==> src/rtl/fifo_pkg.sv <==
// Shared defaults, pointer/count types and the one-hot decode for the FIFO controller.
package fifo_pkg;
  localparam int DEPTH_DEF = 8;
  localparam int AW_DEF    = 3;

  typedef logic [AW_DEF-1:0] ptr_t;
  typedef logic [AW_DEF:0]   cnt_t;

  // Occupancy view decoded from count; there is no separate state register.
  typedef enum logic [1:0] {
    ST_EMPTY   = 2'd0,
    ST_PARTIAL = 2'd1,
    ST_FULL    = 2'd2
  } fill_state_e;

  function automatic logic [DEPTH_DEF-1:0] onehot(input ptr_t p);
    logic [DEPTH_DEF-1:0] r;
    r    = '0;
    r[p] = 1'b1;
    return r;
  endfunction
endpackage

==> src/rtl/fifo_ptr.sv <==
// Modulo-2^AW pointer register: increment enable, synchronous zero, async clear.
module fifo_ptr
  import fifo_pkg::*;
#(
  parameter int AW = AW_DEF
) (
  input  logic          clk,
  input  logic          clear,
  input  logic          inc,
  input  logic          zero,
  output logic [AW-1:0] ptr
);
  // DEPTH is a power of two, so natural rollover gives the modulo wrap.
  always_ff @(posedge clk or posedge clear) begin
    if (clear)     ptr <= '0;
    else if (zero) ptr <= '0;
    else if (inc)  ptr <= ptr + 1'b1;
  end
endmodule

==> src/rtl/fifo_ctrl.sv <==
// Sequencing controller for a register-file FIFO: pointers, count, flags and
// one-hot word strobes. Handshake: wr_ack is combinational with the accepted
// wr_req; rd_valid follows an accepted rd_req by exactly one cycle.
module fifo_ctrl
  import fifo_pkg::*;
#(
  parameter int DEPTH = DEPTH_DEF,
  parameter int AW    = AW_DEF
) (
  input  logic             clk,
  input  logic             clear,
  input  logic             wr_req,
  input  logic             rd_req,
  input  logic             flush,
  output logic [DEPTH-1:0] ws,
  output logic [DEPTH-1:0] rs,
  output logic [DEPTH-1:0] oe,
  output logic             mem_clr,
  output logic             wr_ack,
  output logic             rd_valid,
  output logic             full,
  output logic             empty,
  output logic [AW:0]      count,
  output logic             overflow,
  output logic             underflow,
  output fill_state_e      state
);
  localparam logic [AW:0] DEPTH_C = (AW+1)'(DEPTH);

  logic [AW-1:0] wr_ptr;
  logic [AW-1:0] rd_ptr;
  logic          wr_acc;
  logic          rd_acc;
  logic          flush_q;

  assign full   = (count == DEPTH_C);
  assign empty  = (count == '0);
  // No pass-through: flags come from the registered count only.
  assign wr_acc = wr_req & ~full & ~flush;
  assign rd_acc = rd_req & ~empty & ~flush;
  assign wr_ack = wr_acc;
  assign ws     = wr_acc ? onehot(wr_ptr) : '0;
  assign mem_clr = clear | flush_q;

  fifo_ptr #(.AW(AW)) u_wr_ptr (
    .clk(clk), .clear(clear), .inc(wr_acc), .zero(flush), .ptr(wr_ptr)
  );

  fifo_ptr #(.AW(AW)) u_rd_ptr (
    .clk(clk), .clear(clear), .inc(rd_acc), .zero(flush), .ptr(rd_ptr)
  );

  always_ff @(posedge clk or posedge clear) begin
    if (clear) begin
      rs        <= '0;
      oe        <= '0;
      rd_valid  <= 1'b0;
      count     <= '0;
      overflow  <= 1'b0;
      underflow <= 1'b0;
      flush_q   <= 1'b0;
    end else begin
      flush_q <= flush;
      // Requests during a flush cycle are ignored, including for error flags.
      if (wr_req & full & ~flush)  overflow  <= 1'b1;
      if (rd_req & empty & ~flush) underflow <= 1'b1;
      if (flush) begin
        rs       <= '0;
        oe       <= '0;
        rd_valid <= 1'b0;
        count    <= '0;
      end else begin
        rs       <= rd_acc ? onehot(rd_ptr) : '0;
        oe       <= rd_acc ? onehot(rd_ptr) : '0;
        rd_valid <= rd_acc;
        case ({wr_acc, rd_acc})
          2'b10:   count <= count + 1'b1;
          2'b01:   count <= count - 1'b1;
          default: count <= count;
        endcase
      end
    end
  end

  always_comb begin
    state = ST_PARTIAL;
    if (empty)     state = ST_EMPTY;
    else if (full) state = ST_FULL;
  end
endmodule

==> config.mk <==
export PLATFORM = sky130hd
export DESIGN_NAME = fifo_ctrl
export DESIGN_NICKNAME = d
export VERILOG_FILES = /design/src/rtl/fifo_pkg.sv /design/src/rtl/fifo_ptr.sv /design/src/rtl/fifo_ctrl.sv
export SDC_FILE = /design/constraint.sdc
export NUM_CORES = 1
export LEC_CHECK = 0
export CORE_ASPECT_RATIO = 0.9
export CORE_MARGIN = 8
export CORE_UTILIZATION = 44
export DETAILED_ROUTE_END_ITERATION = 16
export GPL_TIMING_DRIVEN = 0
export HOLD_SLACK_MARGIN = 0.06
export PLACE_DENSITY = 0.88
export SETUP_SLACK_MARGIN = 0.02
export SLEW_MARGIN = 10
export SYNTH_ARGS = -nofsm -noshare
export SYNTH_HDL_FRONTEND = slang
export SYNTH_SLANG_ARGS = --single-unit
==> constraint.sdc <==
create_clock -name clk -period 3 [get_ports clk]
set_clock_uncertainty 0.2 [all_clocks]
set_input_delay 0.9 -clock clk [delete_from_list [all_inputs] [get_ports clk]]
set_output_delay 0.9 -clock clk [all_outputs]
set_load 0.02 [all_outputs]
==> metrics.cfg, run 1 <==
[clocking]
cts_buffers = 3
h-tree-depth = 1
root_buffer = clkbuf_4
cts.clk_slew.worst_paths_ns = 0.13
cts_num_sinks = 22
clock_path_buffers = 2
cts_tree = yes
insertion_delay_ns = 0.31
ctsHoldBuffers = 0

[critical_path]
start_kind = register
endpoint_kind = output pin
crit_arrival_ns = 1.85
critPathMaxFanout = 7
crit_type = reg -> out
crit_required_ns = 1.90
rr_startpoint = count[1]$_DFFE_PP0P_
worstRegToRegCells = 10
critPathLaunch = count[1]$_DFFE_PP0P_

[floorplanning]
coreArea_um2 = 2680
die_area_um2 = 4660
die_height_um = 65.6
pin_count = 42
num_rows = 18
die-width_um = 71.1
start_util_pct = 44.8

[finish]
layout.cells.most_common_list = 24 x clkdlybuf4s50_1, 21 x dfrtp_1, 16 x buf_4
fill_cells = 199
n_antenna_cell = 0
multi_input_area_um2 = 607
finalNonFillerCells = 205
drive_above_1_share_pct = 34.9
layout_commonest_cell = clkdlybuf4s50_1
regArea_um2 = 552
area_growth_pct = 51.7
nets = 185
final_area_um2 = 1820

[global_routing]
grt_pass1_wl_um = 5200
grt_max_degree = 23
grt_pass1_vias = 1065
grtUsageTotal_pct = 13.9
grt.overflow.total = 0
antenna_found_initial = 0

[run_status]
status = finished, final reports clean

[place]
place_congestion = 0.853
place_inst = 194
dpl_cell_area_um2 = 1680
dp_hpwl_um = 2320
port_buffers = 40

[synthesis]
async_reset_ff_share_pct = 100
synth-seq-cells = 22
synth_top_flop_cell = dfrtp_1
synth-seq-area-share_pct = 45.8
syn_nets = 133
yosysWarningCount = 0
synth_area_per_cell_um2 = 9.69
synth_cells = 124
synth_cell_types = 33
syn-cell-area_um2 = 1200
synth_edf_count = 0

[drt]
remaining_drc_errors = 0
drtIter0Drc = 31
num_vias = 1067
wl_um = 3180
wire_per_inst_um = 15.5
dr.pass1.iters = 4
vias_per_cell = 5.20
ant_nets = 0

[pwr]
power_leakage_nw = 0.898
p_per_area_nw_per_um2 = 546
irDropWorstVdd_mv = 0.351

[run]
max_cap_violations = 0

[hold_path]
whs_path_depth = 1
holdCritPathClass = reg -> reg
holdCritStartpoint = underflow$_DFFE_PP0P_

[timing]
hold_viol_final = 0
maxSlewViolCount = 0
min_period_over_period_pct = 98.4
fmax_ghz = 0.339
post-route-min-period_ns = 2.95
tightest_slew_ns = 0.825
setup_viol = 0
hold_slack_ns = 0.273
rsz0062_at_grt = yes
relSlewSlack_pct = 44.9

[repair_timing]
action                     in CTS  in global routing
pin swaps                       2                  1
setup endpoints to repair      15                 13
gates resized for setup        59                 20
buffers inserted                6                  2
[metrics by stage]
stage / utilization (%) / worst slack [ns] / power [mW] / TNS (ns)
3_3_place_gp: 62.7 / -0.901 / 0.723 / -8.52
5_1_grt: 68.0 / -0.0251 / 1.05 / -0.0893
4_1_cts: 65.7 / 0.0217 / 0.983 / 0
2_1_floorplan: - / 0.0557 / 0.598 / 0
6_report: 68.0 / 0.0468 / 0.995 / 0
3_5_place_dp: 62.7 / -0.980 / 0.737 / -9.18
[power breakdown]
group          switching [mW]  internal [mW]  total [mW]
sequential             0.0381          0.329       0.367
clock                  0.0895          0.135       0.225
combinational           0.213          0.190       0.403
[registers in the layout (all words and copies together), names as in the netlist]
name	cells
u_rd_ptr.ptr	3
count	4
u_wr_ptr.ptr	3
flush_q	1
overflow	1
oe	8
underflow	1
rd_valid	1
[area by class of cell]
class,instances,area share [%]
inverters,7,1.44
plain buffers,12,4.74
clock inverters,1,1.65
multi-input cells,82,33.3
well taps,30,2.06
repair buffers,48,25.3
clock buffers,3,1.24
flip-flops and latches,22,30.3
[Yosys cell counts (2+ instances only)]
master     n  share of area, %
nor3_1     6               2.5
buf_4      8               5.0
nor2_1    15               4.7
nor2b_1    2               1.0
nor4_1     2               1.0
nand2b_1   6               3.1
ha_1       4               4.2
buf_6      2               1.9
nand3_1    6               2.5
a21oi_1    3               1.2
mux2i_1    3               2.5
or2_2      2               1.0
buf_2      2              0.83
inv_1      7               2.2
dfrtp_1   22                46
nand2_1   10               3.1
nand2_2    2               1.0
xor2_1     5               3.6
a31o_2     2               1.5
o21ai_0    2              0.83
[routing by layer]
layer,GRT usage [%],share of wire [%],vias up
met2,24.0,50,41
met4,6.22,2.2,0
li1,-,-,511
met5,0,0,-
met1,16.5,42,507
met3,2.58,5.8,8
[worst max-delay path, cell delays in order (launching register included)]
cell      delay [ns]
dfrtp_1         0.41
buf_6           0.14
or4b_4          0.51
and3_4          0.20
nand2b_4        0.12
nor3_4          0.05
buf_6           0.14
[kinds of logic (layout without fill, tap and decap cells)]
group           count (synthesis)  count (layout)  share of synthesized area [%]
compound gates                 12              12                           7.29
xor+xnor                        6               6                           5.00
fa+ha+maj                       4               4                           4.17
buf+inv                        20              71                           10.2
flops                          22              22                           45.8
mux                             4               4                           3.75
simple gates                   56              56                           23.8
[final timing paths]
kind | to | slack (ns)
min in group asynchronous | oe[2]$_DFF_PP0_ | 0.86
setup reg to reg | count[3]$_DFFE_PP0P_ | 0.17
hold reg to reg | underflow$_DFFE_PP0P_ | 0.27
setup / recovery | ws[0] | 0.05
max in group asynchronous | count[0]$_DFFE_PP0P_ | 1.17
hold / removal | underflow$_DFFE_PP0P_ | 0.27
(Power assumes the default switching activity.)
==> run 2: changes to the inputs <==
- CORE_MARGIN: 8 -> 3
- RECOVER_POWER: unset -> 25
==> metrics.cfg, run 2 (same netlist as run 1, synthesis figures left out) <==
[pwr]
p_int_mw = 0.631  ; -3.6%
p_sw_share_pct = 34.8  ; +0.56 points
power_frac_seq_pct = 38.1  ; +1.2 points
p_switching_mw = 0.337  ; -1.2%
power_leakage_nw = 0.842  ; -6.2%
irDropWorstVdd_mv = 0.272  ; -22%
pwr-share-comb_pct = 37.9  ; -2.6 points
clock_power_share_pct = 24.0  ; +1.4 points
p_per_area_nw_per_um2 = 543  ; -0.62%

[global_routing]
grt.overflow.total = 0  ; unchanged
use_met1_pct = 25.0  ; +8.5 points
grt-busiest-layer = met2
grt_pass1_wl_um = 4870  ; -6.2%
grt_max_degree = 23  ; unchanged
antenna_found_initial = 0  ; unchanged
grt_pass1_vias = 998  ; -6.3%
grt_use_met3_pct = 3.27  ; +0.69 points
use_met2_pct = 31.6  ; +7.5 points
grtUsageTotal_pct = 19.1  ; +5.2 points

[critical_path]
crit_chain = or4b_4 > and3_4 > nand2b_4 > nor3_4 > buf_6
critPathMaxFanout = 6  ; -1
slowest_stage = or4b_4
endpoint_kind = output pin
worst_path_largest_cell_delay_ns = 0.59  ; +0.08 ns
crit_type = reg -> out
crit_arrival_ns = 1.86  ; about the same
start_kind = register
crit_required_ns = 1.90  ; about the same

[clocking]
root_buffer = clkbuf_4
h-tree-depth = 1  ; unchanged
insertion_delay_ns = 0.32  ; about the same
cts_buffers = 3  ; unchanged
clock_path_buffers = 2  ; unchanged
cts_num_sinks = 22  ; unchanged
cts_tree = yes
cts.clk_slew.worst_paths_ns = 0.13  ; about the same

[drt]
num_vias = 1055  ; -1.1%
dr.pass1.iters = 4  ; unchanged
wire_per_inst_um = 15.1  ; -2.4%
vias_per_cell = 5.30  ; +1.9%
remaining_drc_errors = 0  ; unchanged
ant_nets = 0  ; unchanged
drtIter0Drc = 28  ; -9.7%
wl_um = 3010  ; -5.3%

[timing]
min_period_over_period_pct = 98.7  ; +0.21 points
fmax_ghz = 0.338  ; -0.22%
tightest_slew_ns = 0.815  ; -0.0104 ns
setup_viol = 0  ; unchanged
rsz0062_at_grt = yes
fin_ws_ns = 0.0404  ; -0.00643 ns
relSlewSlack_pct = 45.6  ; +0.70 points
post-route-min-period_ns = 2.96  ; +0.00643 ns
hold_slack_ns = 0.285  ; +0.0114 ns
tns_ns = 0  ; unchanged
maxSlewViolCount = 0  ; unchanged
hold_viol_final = 0  ; unchanged

[finish]
nets = 181  ; -2.2%
drive_above_1_share_pct = 33.9  ; -0.94 points
n_antenna_cell = 0  ; unchanged
area_growth_pct = 48.3
largestRegisters = oe: 8 flops, count: 4 flops
fill_cells = 187  ; -6.0%
largest_register = oe
layout.cells.most_common_list = 24 x clkdlybuf4s50_1, 21 x dfrtp_1, 13 x buf_4
layout_commonest_cell = clkdlybuf4s50_1
largest_reg_flops = 8  ; unchanged

[place]
place_ws_ns = -0.915  ; +0.0646 ns
port_buffers = 40  ; unchanged
place_congestion = 0.794  ; -7.0%
dp_hpwl_um = 2080  ; -10%

[floorplanning]
pin_count = 42  ; unchanged
die-width_um = 61.1  ; -14%
die_area_um2 = 3390  ; -27%
coreArea_um2 = 2530  ; -5.6%
start_util_pct = 47.5  ; +2.6 points
die_height_um = 55.6  ; -15%
num_rows = 17  ; -1

[hold_path]
holdCritPathClass = reg -> reg

[run]
max_cap_violations = 0  ; unchanged

[run_status]
status = finished, final reports clean

[run 2: final timing paths]
| kind | cells past startpoint | slack, ns | to | startpoint |
|---|---|---|---|---|
| worst max-delay path | 5 | 0.04 | ws[0] | count[1]$_DFFE_PP0P_ |
| worst min-delay path | 1 | 0.28 | underflow$_DFFE_PP0P_ | underflow$_DFFE_PP0P_ |
| worst max register to register | 9 | 0.18 | count[3]$_DFFE_PP0P_ | count[3]$_DFFE_PP0P_ |
| worst min register to register | 1 | 0.28 | underflow$_DFFE_PP0P_ | underflow$_DFFE_PP0P_ |
| max in group asynchronous | 2 | 1.19 | count[0]$_DFFE_PP0P_ | clear |
| min in group asynchronous | 2 | 0.86 | u_wr_ptr.ptr[1]$_DFFE_PP0P_ | clear |
[run 2: metrics by stage]
stage / power [mW] / utilization (%) / cell area (um^2) / instances
detailed placement: 0.735 / 66.2 / 1680 / 192
global placement: 0.720 / 66.2 / 1680 / 192
global route: 1.02 / 70.4 / 1780 / 199
finish: 0.967 / 70.4 / 1780 / 199
CTS: 0.972 / 71.0 / 1800 / 201
floorplan: 0.598 / - / 1240 / 124
[run 2: timing repair]
item | 4_1_cts | 5_1_grt
pin swaps | 3 | 3
hold buffers | 0 | 0
buffers inserted | 5 | 0
setup endpoints to repair | 14 | 13
gates resized for setup | 72 | 8
[run 2: critical path: cells and delay by family, from the launching register on]
family	cells	cell delay, ns
buffers and inverters	1	0.14
flip-flops	1	0.43
AND/OR/NAND/NOR	4	0.96
[run 2: power groups by stage]
stage / Sequential [mW] / Clock [mW] / Combinational (mW)
global route: 0.374 / 0.246 / 0.400
detailed placement: 0.375 / 0 / 0.361
CTS: 0.366 / 0.230 / 0.376
global placement: 0.371 / 0 / 0.349
finish: 0.369 / 0.232 / 0.367
floorplan: 0.396 / 0 / 0.202
[run 2: metal layers]
metal,vias up,part of all wire (%)
met5,-,0
met3,4,6.6
met4,0,1.4
met2,54,53
met1,491,39
li1,506,-
[run 2: area by class of cell]
cell class / count / area, um^2 / share of cell area [%]
timing repair buffer: 45 / 425 / 23.9
multi-input combinational: 82 / 616 / 34.6
tap: 28 / 35.0 / 1.97
clock buffer: 3 / 22.5 / 1.26
clock inverter: 1 / 30.0 / 1.69
sequential: 22 / 552 / 31.0
inverter: 7 / 26.3 / 1.47
buffer: 11 / 75.1 / 4.21
==> run 3: changes to the inputs <==
- CORE_ASPECT_RATIO: 0.9 -> unset
- CORE_UTILIZATION: 44 -> 45
- DONT_BUFFER_PORTS: unset -> 1
- PLACE_DENSITY: 0.88 -> 0.7
==> metrics.cfg, run 3 (same netlist as run 1, synthesis figures left out) <==
[place]
port_buffers = 0  ; -100%
place_congestion = 0.823  ; +3.7%
dp_hpwl_um = 1750  ; -16%

[timing]
fin_ws_ns = -0.0236  ; -0.0640 ns
min_period_over_period_pct = 101  ; +2.1 points
tightest_slew_ns = 0.813  ; -0.00187 ns
rsz0062_at_grt = yes
post-route-min-period_ns = 3.02  ; +0.0640 ns
setup_viol = 5  ; +5
hold_viol_final = 0  ; unchanged
fmax_ghz = 0.331  ; -2.1%
tns_ns = -0.0613  ; -0.0613 ns
maxSlewViolCount = 0  ; unchanged
relSlewSlack_pct = 45.8  ; +0.12 points

[floorplanning]
start_util_pct = 48.0  ; +0.59 points
die_height_um = 57.7  ; +3.8%
num_rows = 18  ; +1
coreArea_um2 = 2500  ; -1.2%
pin_count = 42  ; unchanged
die_area_um2 = 3330  ; -2.0%
die-width_um = 57.7  ; -5.6%

[clocking]
root_buffer = clkbuf_4
insertion_delay_ns = 0.31  ; about the same
cts_tree = yes
cts.clk_slew.worst_paths_ns = 0.12  ; about the same
clock_path_buffers = 2  ; unchanged
cts_num_sinks = 22  ; unchanged
cts_buffers = 3  ; unchanged
h-tree-depth = 1  ; unchanged
ctsHoldBuffers = 0  ; unchanged

[critical_path]
start_kind = register
crit_required_ns = 1.90  ; about the same
endpoint_kind = output pin
crit_chain = buf_6 > or4b_4 > and3_4 > nand2b_4 > nor3_4
worst_path_largest_cell_delay_ns = 0.52  ; -0.07 ns
slowest_stage = or4b_4
critPathMaxFanout = 4  ; -2
crit_arrival_ns = 1.92  ; +0.06 ns
critPathLaunch = count[1]$_DFFE_PP0P_
rr_startpoint = count[1]$_DFFE_PP0P_
crit_type = reg -> out

[global_routing]
grt_pass1_wl_um = 3960  ; -19%
grt_pass1_vias = 862  ; -14%
antenna_found_initial = 0  ; unchanged
grt_max_degree = 23  ; unchanged
grt.overflow.total = 0  ; unchanged
grtUsageTotal_pct = 15.6  ; -3.5 points

[pwr]
p_per_area_nw_per_um2 = 603  ; +11%
power_leakage_nw = 0.675  ; -20%
irDropWorstVdd_mv = 0.383  ; +41%
design_power_total_mw = 0.843  ; -13%

[finish]
layout.cells.most_common_list = 20 x dfrtp_1, 12 x buf_4, 9 x nand2_1, 9 x nor2_1
area_growth_pct = 16.5
fin_util_pct = 56.0  ; -14 points
layout_commonest_cell = dfrtp_1
regArea_um2 = 553  ; +0.23%
n_antenna_cell = 0  ; unchanged
drive_above_1_share_pct = 35.1  ; +1.2 points
largest_register = oe
largest_reg_flops = 8  ; unchanged
multi_input_area_um2 = 623  ; +1.2%
largestRegisters = oe: 8 flops, count: 4 flops
fill_cells = 236  ; +26%
nets = 141  ; -22%

[hold_path]
holdCritStartpoint = u_rd_ptr.ptr[1]$_DFFE_PP0P_
holdCritPathClass = reg -> reg

[drt]
vias_per_cell = 5.49  ; +3.6%
num_vias = 884  ; -16%
remaining_drc_errors = 0  ; unchanged
wire_per_inst_um = 15.1  ; +0.12%
dr.pass1.iters = 4  ; unchanged
drtIter0Drc = 29  ; +3.6%
ant_nets = 0  ; unchanged
wl_um = 2440  ; -19%

[run]
max_cap_violations = 0  ; unchanged

[run_status]
violations = setup timing
status = finished with violations

run 3: cell types whose count changed in the layout (fill, tap and decap cells not counted), moves of 3 or more:
cell and delta:
dlygate4sd2_1 -3, nor2_2 -3, nor2_4 +3, clkdlybuf4s50_1 -24, buf_6 -6, clkbuf_2 -3
run 3: stage by stage:
stage | setup WS, ns | area [um^2] | cells | hold WS (ns)
final | -0.0236 | 1400 | 161 | 0.369
after global routing | -0.0823 | 1400 | 161 | 0.384
after CTS | -0.0366 | 1370 | 159 | 0.378
after detailed placement | -0.0316 | 1280 | 154 | 0.357
after global placement | -0.00578 | 1280 | 154 | 0.344
after floorplan | 0.0557 | 1240 | 124 | 0.310
run 3: what timing repair did:
action                     CTS  global route
setup endpoints to repair    9            11
resized for setup           14             4
buffers inserted             2             2
gates cloned                 0             0
pin swaps                    6             7
run 3: critical path, delay by kind of cell (launching register included):
kind                   cells  cell delay, ns
buffers and inverters      1            0.14
flip-flops                 1            0.48
AND/OR/NAND/NOR            4            1.00
run 3: routing by layer:
layer  up-vias  global-route usage, %  part of all wire [%]  routed length, um
met4         0                   7.95                   2.5                 60
met1       419                   19.3                    43               1050
met2        37                   25.2                    46               1130
met5         -                      0                     0                  0
li1        423                      -                     -                  -
met3         5                   3.79                   8.2                199
run 3: cell type report:
cell class | count | share of cell area, %
Buffer | 12 | 6.62
Clock buffer | 4 | 2.59
Inverter | 7 | 1.88
Sequential cell | 22 | 39.5
Tap cell | 30 | 2.68
Multi-Input combinational cell | 82 | 44.5
Timing Repair Buffer | 4 | 2.15
run 3: worst paths after layout:
path | endpoint | slack (ns) | cells after the start
worst max-delay path | ws[0] | -0.02 | 5
worst min-delay path | oe[0]$_DFF_PP0_ | 0.37 | 1
worst max register to register | count[3]$_DFFE_PP0P_ | 0.07 | 11
worst min register to register | oe[0]$_DFF_PP0_ | 0.37 | 1
max in group asynchronous | count[0]$_DFFE_PP0P_ | 1.63 | 1
min in group asynchronous | count[3]$_DFFE_PP0P_ | 0.42 | 1
run 3: power by group:
group	switching, mW	internal [mW]
Clock	0.0903	0.0741
Sequential	0.0737	0.330
Combinational	0.152	0.123
Total	0.316	0.527
